`src/rtl/sw_ctrl_if.sv`:
```
// -----------------------------------------------------------------------------
// sw_ctrl_if : button inputs and chain/display control outputs of the stopwatch
// run/stop/clear/lap controller. The master side drives the buttons and observes
// the outputs. The slave side is the controller itself.
// -----------------------------------------------------------------------------
interface sw_ctrl_if;
    logic       BTN_SS;   // start/stop push-button, asynchronous level
    logic       BTN_CL;   // clear/lap push-button, asynchronous level
    logic       TICK;     // one-cycle count enable into digit 0
    logic       CLR;      // one-cycle synchronous clear for all digits
    logic       RUN;      // counting (RUN or LAP)
    logic       FRZ;      // display freeze (LAP only)
    logic [1:0] STATE;    // IDLE=0, RUN=1, STOP=2, LAP=3

    modport master (
        output BTN_SS, BTN_CL,
        input  TICK, CLR, RUN, FRZ, STATE
    );

    modport slave (
        input  BTN_SS, BTN_CL,
        output TICK, CLR, RUN, FRZ, STATE
    );
endinterface

```
`src/rtl/sw_ctrl.sv`:
```
// -----------------------------------------------------------------------------
// sw_ctrl : run/stop/clear/lap controller for the 4-digit BCD stopwatch chain.
// Each button is synchronised by two flops and followed by a history flop, and
// a rising edge is taken as s1 & ~p. A 4-state FSM issues a registered one-cycle
// CLR. A prescaler produces a one-cycle TICK every DIV cycles while counting.
// Optional feature: define SWCTRL_LAP_EN to enable the LAP state and the FRZ output.
// -----------------------------------------------------------------------------
module sw_ctrl #(
    parameter int DIV = 100000
) (
    input  logic      CLK,
    input  logic      RST,
    sw_ctrl_if.slave  bus
);
    localparam int PW = $clog2(DIV);
    localparam logic [PW-1:0] PCNT_LAST = PW'(DIV - 1);

    typedef enum logic [1:0] {
        ST_IDLE = 2'd0,
        ST_RUN  = 2'd1,
        ST_STOP = 2'd2,
        ST_LAP  = 2'd3
    } state_t;

    state_t        r_state;
    logic          r_clr;
    logic [PW-1:0] r_pcnt;

    logic r_ss_s0, r_ss_s1, r_ss_p;
    logic r_cl_s0, r_cl_s1, r_cl_p;

    logic w_ss_edge;
    logic w_cl_edge;
    logic w_counting;
    logic w_pcnt_last;
    logic w_clear_go;

    // Synchronise both buttons and keep one cycle of history for edge detection.
    // NOTE: sequential state uses non-blocking assignments, so every flop in the
    // chain samples its predecessor's old value and the chain shifts one stage per edge.
    always_ff @(posedge CLK or posedge RST) begin
        if (RST) begin
            r_ss_s0 <= 1'b0;
            r_ss_s1 <= 1'b0;
            r_ss_p  <= 1'b0;
            r_cl_s0 <= 1'b0;
            r_cl_s1 <= 1'b0;
            r_cl_p  <= 1'b0;
        end else begin
            r_ss_s0 <= bus.BTN_SS;
            r_ss_s1 <= r_ss_s0;
            r_ss_p  <= r_ss_s1;
            r_cl_s0 <= bus.BTN_CL;
            r_cl_s1 <= r_cl_s0;
            r_cl_p  <= r_cl_s1;
        end
    end

    assign w_ss_edge   = r_ss_s1 & ~r_ss_p;
    assign w_cl_edge   = r_cl_s1 & ~r_cl_p;
    assign w_counting  = (r_state == ST_RUN) || (r_state == ST_LAP);
    assign w_pcnt_last = (r_pcnt == PCNT_LAST);
    // A CL edge clears only from IDLE or STOP, and only if SS did not win this cycle.
    assign w_clear_go  = w_cl_edge & ~w_ss_edge &
                         ((r_state == ST_IDLE) || (r_state == ST_STOP));

    // Controller FSM with the registered one-cycle CLR pulse. SS has priority over CL.
    always_ff @(posedge CLK or posedge RST) begin
        if (RST) begin
            r_state <= ST_IDLE;
            r_clr   <= 1'b0;
        end else begin
            r_clr <= w_clear_go;
            case (r_state)
                ST_IDLE: begin
                    if (w_ss_edge) r_state <= ST_RUN;
                end
                ST_RUN: begin
                    if (w_ss_edge) r_state <= ST_STOP;
`ifdef SWCTRL_LAP_EN
                    else if (w_cl_edge) r_state <= ST_LAP;
`endif
                end
                ST_STOP: begin
                    if (w_ss_edge)      r_state <= ST_RUN;
                    else if (w_cl_edge) r_state <= ST_IDLE;
                end
                ST_LAP: begin
`ifdef SWCTRL_LAP_EN
                    if (w_ss_edge)      r_state <= ST_STOP;
                    else if (w_cl_edge) r_state <= ST_RUN;
`else
                    // LAP is not a legal state in this build: recover to IDLE.
                    r_state <= ST_IDLE;
`endif
                end
                default: r_state <= ST_IDLE;
            endcase
        end
    end

    // Prescaler: wraps 0..DIV-1 while counting, holds otherwise, zeroed with CLR.
    // The increment is based on the pre-edge state, so stopping on a TICK still wraps to 0.
    always_ff @(posedge CLK or posedge RST) begin
        if (RST) begin
            r_pcnt <= '0;
        end else if (w_clear_go) begin
            r_pcnt <= '0;
        end else if (w_counting) begin
            r_pcnt <= w_pcnt_last ? '0 : r_pcnt + 1'b1;
        end
    end

    assign bus.TICK  = w_counting & w_pcnt_last;
    assign bus.CLR   = r_clr;
    assign bus.RUN   = w_counting;
`ifdef SWCTRL_LAP_EN
    assign bus.FRZ   = (r_state == ST_LAP);
`else
    assign bus.FRZ   = 1'b0;
`endif
    assign bus.STATE = r_state;

endmodule

```
`src/flat_wrapper.sv`:
```
// flat-port wrapper written by rule: the top's interface ports become plain ports
module sw_ctrl_flat 
#(
    parameter int DIV = 100000
)
  (CLK, RST, bus_BTN_SS, bus_BTN_CL, bus_TICK, bus_CLR, bus_RUN, bus_FRZ, bus_STATE);
  sw_ctrl_if bus_i ();
  input  logic CLK;
  input  logic RST;
  input wire logic [$bits(bus_i.BTN_SS)-1:0] bus_BTN_SS;
  input wire logic [$bits(bus_i.BTN_CL)-1:0] bus_BTN_CL;
  output wire logic [$bits(bus_i.TICK)-1:0] bus_TICK;
  output wire logic [$bits(bus_i.CLR)-1:0] bus_CLR;
  output wire logic [$bits(bus_i.RUN)-1:0] bus_RUN;
  output wire logic [$bits(bus_i.FRZ)-1:0] bus_FRZ;
  output wire logic [$bits(bus_i.STATE)-1:0] bus_STATE;
  assign bus_i.BTN_SS = bus_BTN_SS;
  assign bus_i.BTN_CL = bus_BTN_CL;
  assign bus_TICK = bus_i.TICK;
  assign bus_CLR = bus_i.CLR;
  assign bus_RUN = bus_i.RUN;
  assign bus_FRZ = bus_i.FRZ;
  assign bus_STATE = bus_i.STATE;
  sw_ctrl #(.DIV(DIV)) u_core (.CLK(CLK), .RST(RST), .bus(bus_i));
endmodule
```
`config.mk`:
```
export PLATFORM = sky130hd
export DESIGN_NAME = sw_ctrl_flat
export DESIGN_NICKNAME = d
export VERILOG_FILES = /design/src/rtl/sw_ctrl_if.sv /design/src/rtl/sw_ctrl.sv /design/src/flat_wrapper.sv
export SDC_FILE = /design/constraint.sdc
export NUM_CORES = 1
export LEC_CHECK = 0
export ABC_CLOCK_PERIOD_IN_PS = 6650
export CAP_MARGIN = 20
export CORE_MARGIN = 3
export CORE_UTILIZATION = 45
export CTS_CLUSTER_SIZE = 20
export DETAILED_ROUTE_END_ITERATION = 8
export GPL_ROUTABILITY_DRIVEN = 0
export GPL_TIMING_DRIVEN = 0
export SYNTH_ARGS = -nofsm -noshare
export SYNTH_HDL_FRONTEND = slang
export SYNTH_SLANG_ARGS = --single-unit
```
`constraint.sdc`:
```
create_clock -name CLK -period 6.65 [get_ports CLK]
set_clock_uncertainty 0.1 [all_clocks]
set_input_delay 0.665 -clock CLK [delete_from_list [all_inputs] [get_ports CLK]]
set_output_delay 0.665 -clock CLK [all_outputs]
set_load 0.01 [all_outputs]
```
* After elaboration in Yosys (flattened, before gate mapping)
Cells that the tools add are included.
** Word-level totals
- Flip-flop bits (word level) :: 26
- Input port bits :: 4
- Output and inout bits :: 6
- Word-level logic and storage cells :: 38
** Cells by class
- Reduce and logical (&&, ||, !) cells :: 5
- Multiplexer cells :: 8
- Add/sub/neg operators :: 1
- Equality and inequality tests :: 7
- Bitwise logic cells :: 8
** Operator list (count)
- 17-bit two-way mux :: 3
- 17-bit by 1-bit adder with 17-bit output (second input constant) :: 1
- 17-bit == test (second input constant) :: 1
- 2-bit two-way mux :: 4
- 2-bit one-hot mux with 4 select lines :: 1
- 1-bit AND :: 5
- 2-bit == test (second input constant) :: 2
- 2-bit by 1-bit != test with 1-bit output (second input constant) :: 2
- 3-bit by 1-bit != test with 1-bit output (second input constant) :: 1
- 1-bit NOT :: 3
- 3-bit AND reduction :: 1
- 2-bit by 1-bit == test with 1-bit output (second input constant) :: 1
- 2-bit zero test :: 1
- 1-bit logical OR :: 2
- 2-bit nonzero test :: 1

* Logic depth before layout (Yosys ltp)
- Depth in word-level cells :: 6
- Depth in mapped cells :: 6
- Gate-level depth less buffers :: 5

* Worst setup path after synthesis
Ideal clock, no wire load.
- Path kind :: register to output
- Start point :: register u_core.r_pcnt[5]
- End point :: output port bus_TICK
- Stages on the path, launching flop included :: 3
- Required time :: 5.885 ns
- Path buffers :: 0
- Arrival :: 1.449 ns
- Path slack :: 4.436 ns
- Cells stage by stage :: dfrtp_1 or4b_4 nor4_1
** On the way
- Cells in the longest elaborated chain, start to end :: 2
** Ends and longest elaborated chain
- start, declared :: RTL line sw_ctrl.sv:27 : logic [PW-1:0] r_pcnt;
- start signal, assigned :: RTL line sw_ctrl.sv:110 : r_pcnt <= w_pcnt_last ? '0 : r_pcnt + 1'b1;
- 17-bit == test :: RTL line sw_ctrl.sv:62 : assign w_pcnt_last = (r_pcnt == PCNT_LAST);
- 1-bit AND :: RTL line sw_ctrl.sv:114 : assign bus.TICK = w_counting & w_pcnt_last;
- end, declared :: RTL line flat_wrapper.sv:12 : output wire logic [$bits(bus_i.TICK)-1:0] bus_TICK;
Every way passes these cells.

* Final worst setup path
- Start point :: register u_core.r_pcnt[0]
- End point :: output port bus_TICK
Same word-level chain as after synthesis.

==> results.py <==
metrics = {
    "status": {
        "status": "completed",
    },
    "synthesis": {
        "netlist_top_cells_count": "dfrtp_1 (26), nand2_1 (12), a31oi_1 (11)",
        "synth.area.top_cells": "dfrtp_1 (51%), a31oi_1 (5.3%), nand2_1 (3.5%)",
        "synth-simple-area-share_pct": 20.4,
        "synthesis.area_um2": 1290,
        "yosys_warnings": 0,
        "synth_cells": 128,
        "synth_top_area_share_pct": 50.5,
        "synth_top_family_by_area": "compound AO/OA/AOI/OAI gates",
        "syn-num-nets": 133,
        "avgSynthCellArea_um2": 10.1,
        "synth-compound-area-share_pct": 21.7,
        "synthAdderAreaFrac_pct": 0.972,
        "synth_seq_cells": 26,
        "async_reset_ff_share_pct": 100,
        "synth_most_common_cell": "dfrtp_1",
        "synth_cell_types": 37,
        "synth_xor_area_share_pct": 0.680,
        "synth.largest_area_cell": "dfrtp_1",
        "muxShareOfSynthArea_pct": 1.65,
        "synth-edff-count": 0,
        "synthFlopType": "dfrtp_1",
        "synth-seq-area-share_pct": 50.5,
    },
    "placement": {
        "portBuffers": 8,
        "dp.cells": 166,
        "place_area_um2": 1410,
        "dp_hpwl_mm": 1.76,
    },
    "finish": {
        "drive_gt1_share_pct": 8.57,
        "syn_to_final_growth_pct": 12.0,
        "utilization_pct": 55.7,
        "insertedDiodeCount": 0,
        "multiInputGateArea_um2": 588,
        "final_nets": 146,
        "register_area_um2": 651,
        "layout.cells.non_filler": 170,
        "stdcell_area_um2": 1440,
        "n_fill_cell": 229,
    },
    "pwr": {
        "peakVddDrop_v": 0.000205,
        "finalPower_uw": 373,
        "leakagePower_uw": 0.000641,
        "powerDensity_nw_per_um2": 259,
    },
    "global_route": {
        "antenna_found_initial": 0,
        "grt_usage_pct": 16.8,
        "grt_max_degree": 27,
        "grt_pass1_wl_mm": 4.42,
        "grt_pass1_vias": 896,
        "overflow": 0,
    },
    "sta": {
        "drv_slew": 0,
        "setup_viol": 0,
        "min_period_ps": 3250,
        "fmax_mhz": 307,
        "hold_violations": 0,
        "relSlewSlack_pct": 34.5,
        "fin_tns_setup_ps": 0,
        "tightest_slew_ps": 982,
        "rsz0062_at_grt": "no",
        "fin_crit_sh_pct": 48.9,
    },
    "die": {
        "core_area_um2": 2590,
        "die_w_um": 59.5,
        "num_io_pins": 10,
        "die_area_um2": 3540,
        "start_util_pct": 49.7,
        "die_height_um": 59.5,
        "rows": 18,
    },
    "clock_network": {
        "post_cts_resize_count": 0,
        "numCtsBuffers": 3,
        "clk_latency_ps": 330,
        "clock_tree.buffer_depth": 2,
        "cts_tree": "yes",
        "cts_setup_buffers": 0,
        "ctsHoldBuffers": 0,
        "cts.sinks": 26,
        "path_clk_slew_ps": 140,
        "cts_root_buf": "clkbuf_4",
        "cts_max_level": 1,
    },
    "route": {
        "drt_first_iter_violations": 43,
        "post_drt_wl_per_cell_um": 15.3,
        "routed_wl_mm": 2.61,
        "drc": 0,
        "vias": 1030,
        "ant_nets": 0,
        "via_per_inst": 6.06,
        "first_pass_iters": 4,
    },
    "worst_setup_path": {
        "worst-path-max-fanout": 7,
        "crit_type": "reg2out",
        "reg2reg_from": "u_core.r_pcnt[5]$_DFFE_PP0P_",
        "end_kind": "primary output",
        "ff2ff_path_depth": 5,
        "required_ps": 5880,
        "critPathCapture": "bus_TICK",
        "timing.critical_path.arrival_ps": 2490,
        "r2r_end": "u_core.r_pcnt[11]$_DFFE_PP0P_",
        "crit_start": "u_core.r_pcnt[0]$_DFFE_PP0P_",
        "reg2reg_setup_slack_ps": 4350,
        "start_kind": "flip-flop",
    },
    "flow_run": {
        "maxCapViolations": 0,
    },
    "min_path": {
        "hold_path_class": "reg2reg",
    },
}
==> per-layer routing <==
metal | track usage, % | share of wire (%)
met2 | 23.1 | 42
met3 | 4.14 | 7.7
met1 | 25.5 | 49
met5 | 0 | 0
met4 | 6.01 | 1.1
==> flip-flops by register name, indices dropped and copies added (netlist names) <==
register,flops
u_core.r_cl_s0,1
u_core.r_ss_s1,1
u_core.r_cl_p,1
u_core.r_pcnt,17
u_core.r_ss_p,1
u_core.bus.STATE,2
u_core.r_cl_s1,1
u_core.bus.CLR,1
u_core.r_ss_s0,1
==> logic make-up (layout without fill, tap and decap cells) <==
group,Yosys count,after routing
flops,26,26
fa+ha+maj,1,1
simple gates,47,47
buf+inv,11,23
xor+xnor,1,1
compound gates,39,39
mux,2,2
other cells,1,1
==> worst min path at each step <==
stage / slack (ps) / end / from / cells past startpoint
2_1_floorplan: 230 / u_core.r_cl_s1$_DFF_PP0_ / u_core.r_cl_s0$_DFF_PP0_ / 0
3_3_place_gp: 230 / u_core.r_cl_s1$_DFF_PP0_ / u_core.r_cl_s0$_DFF_PP0_ / 0
3_5_place_dp: 240 / u_core.r_ss_s1$_DFF_PP0_ / u_core.r_ss_s0$_DFF_PP0_ / 0
4_1_cts: 280 / u_core.r_ss_s1$_DFF_PP0_ / u_core.r_ss_s0$_DFF_PP0_ / 0
5_1_grt: 280 / u_core.r_ss_s1$_DFF_PP0_ / u_core.r_ss_s0$_DFF_PP0_ / 0
6_report: 270 / u_core.r_cl_s1$_DFF_PP0_ / u_core.r_cl_s0$_DFF_PP0_ / 0
==> stage by stage <==
step	hold slack [ps]	worst slack (ps)
finish	268	3400
global route	276	3240
CTS	275	3400
detailed placement	243	3840
global placement	233	3850
floorplan	231	4440
==> final cells by class <==
type	count	area share (%)
plain buffers	8	2.60
clock buffers	4	2.52
inverters	3	0.781
multi-input cells	91	40.8
flip-flops and latches	26	45.1
well taps	30	2.60
repair buffers	8	5.56
==> worst max-delay path: stages, from the launching register on <==
cell             delay, ps
dfrtp_1                420
ha_1                   270
and4_1                 210
clkbuf_1               280
nand2_1                100
nor4_1                 280
clkdlybuf4s50_1        610
==> placed cells by master (no fill, tap or decap), drive strengths merged, types with 4 or more instances in the layout <==
| cell type | netlist | routed |
|---|---|---|
| a21o | 6 | 6 |
| a31oi | 11 | 11 |
| and4 | 4 | 4 |
| clkbuf | 6 | 10 |
| clkdlybuf4s50 | 0 | 8 |
| dfrtp | 26 | 26 |
| nand2 | 12 | 12 |
| nand3 | 5 | 5 |
| nand4 | 7 | 7 |
| nor2 | 6 | 6 |
| o21ai | 10 | 10 |
==> power by group <==
group | switching (uW) | internal, uW | leakage, uW
Combinational | 59.5 | 41.9 | 0.000276
Sequential | 16.8 | 173 | 0.000343
Clock | 47.8 | 33.5 | 0.0000210
Power figures use the tool's default switching activity.
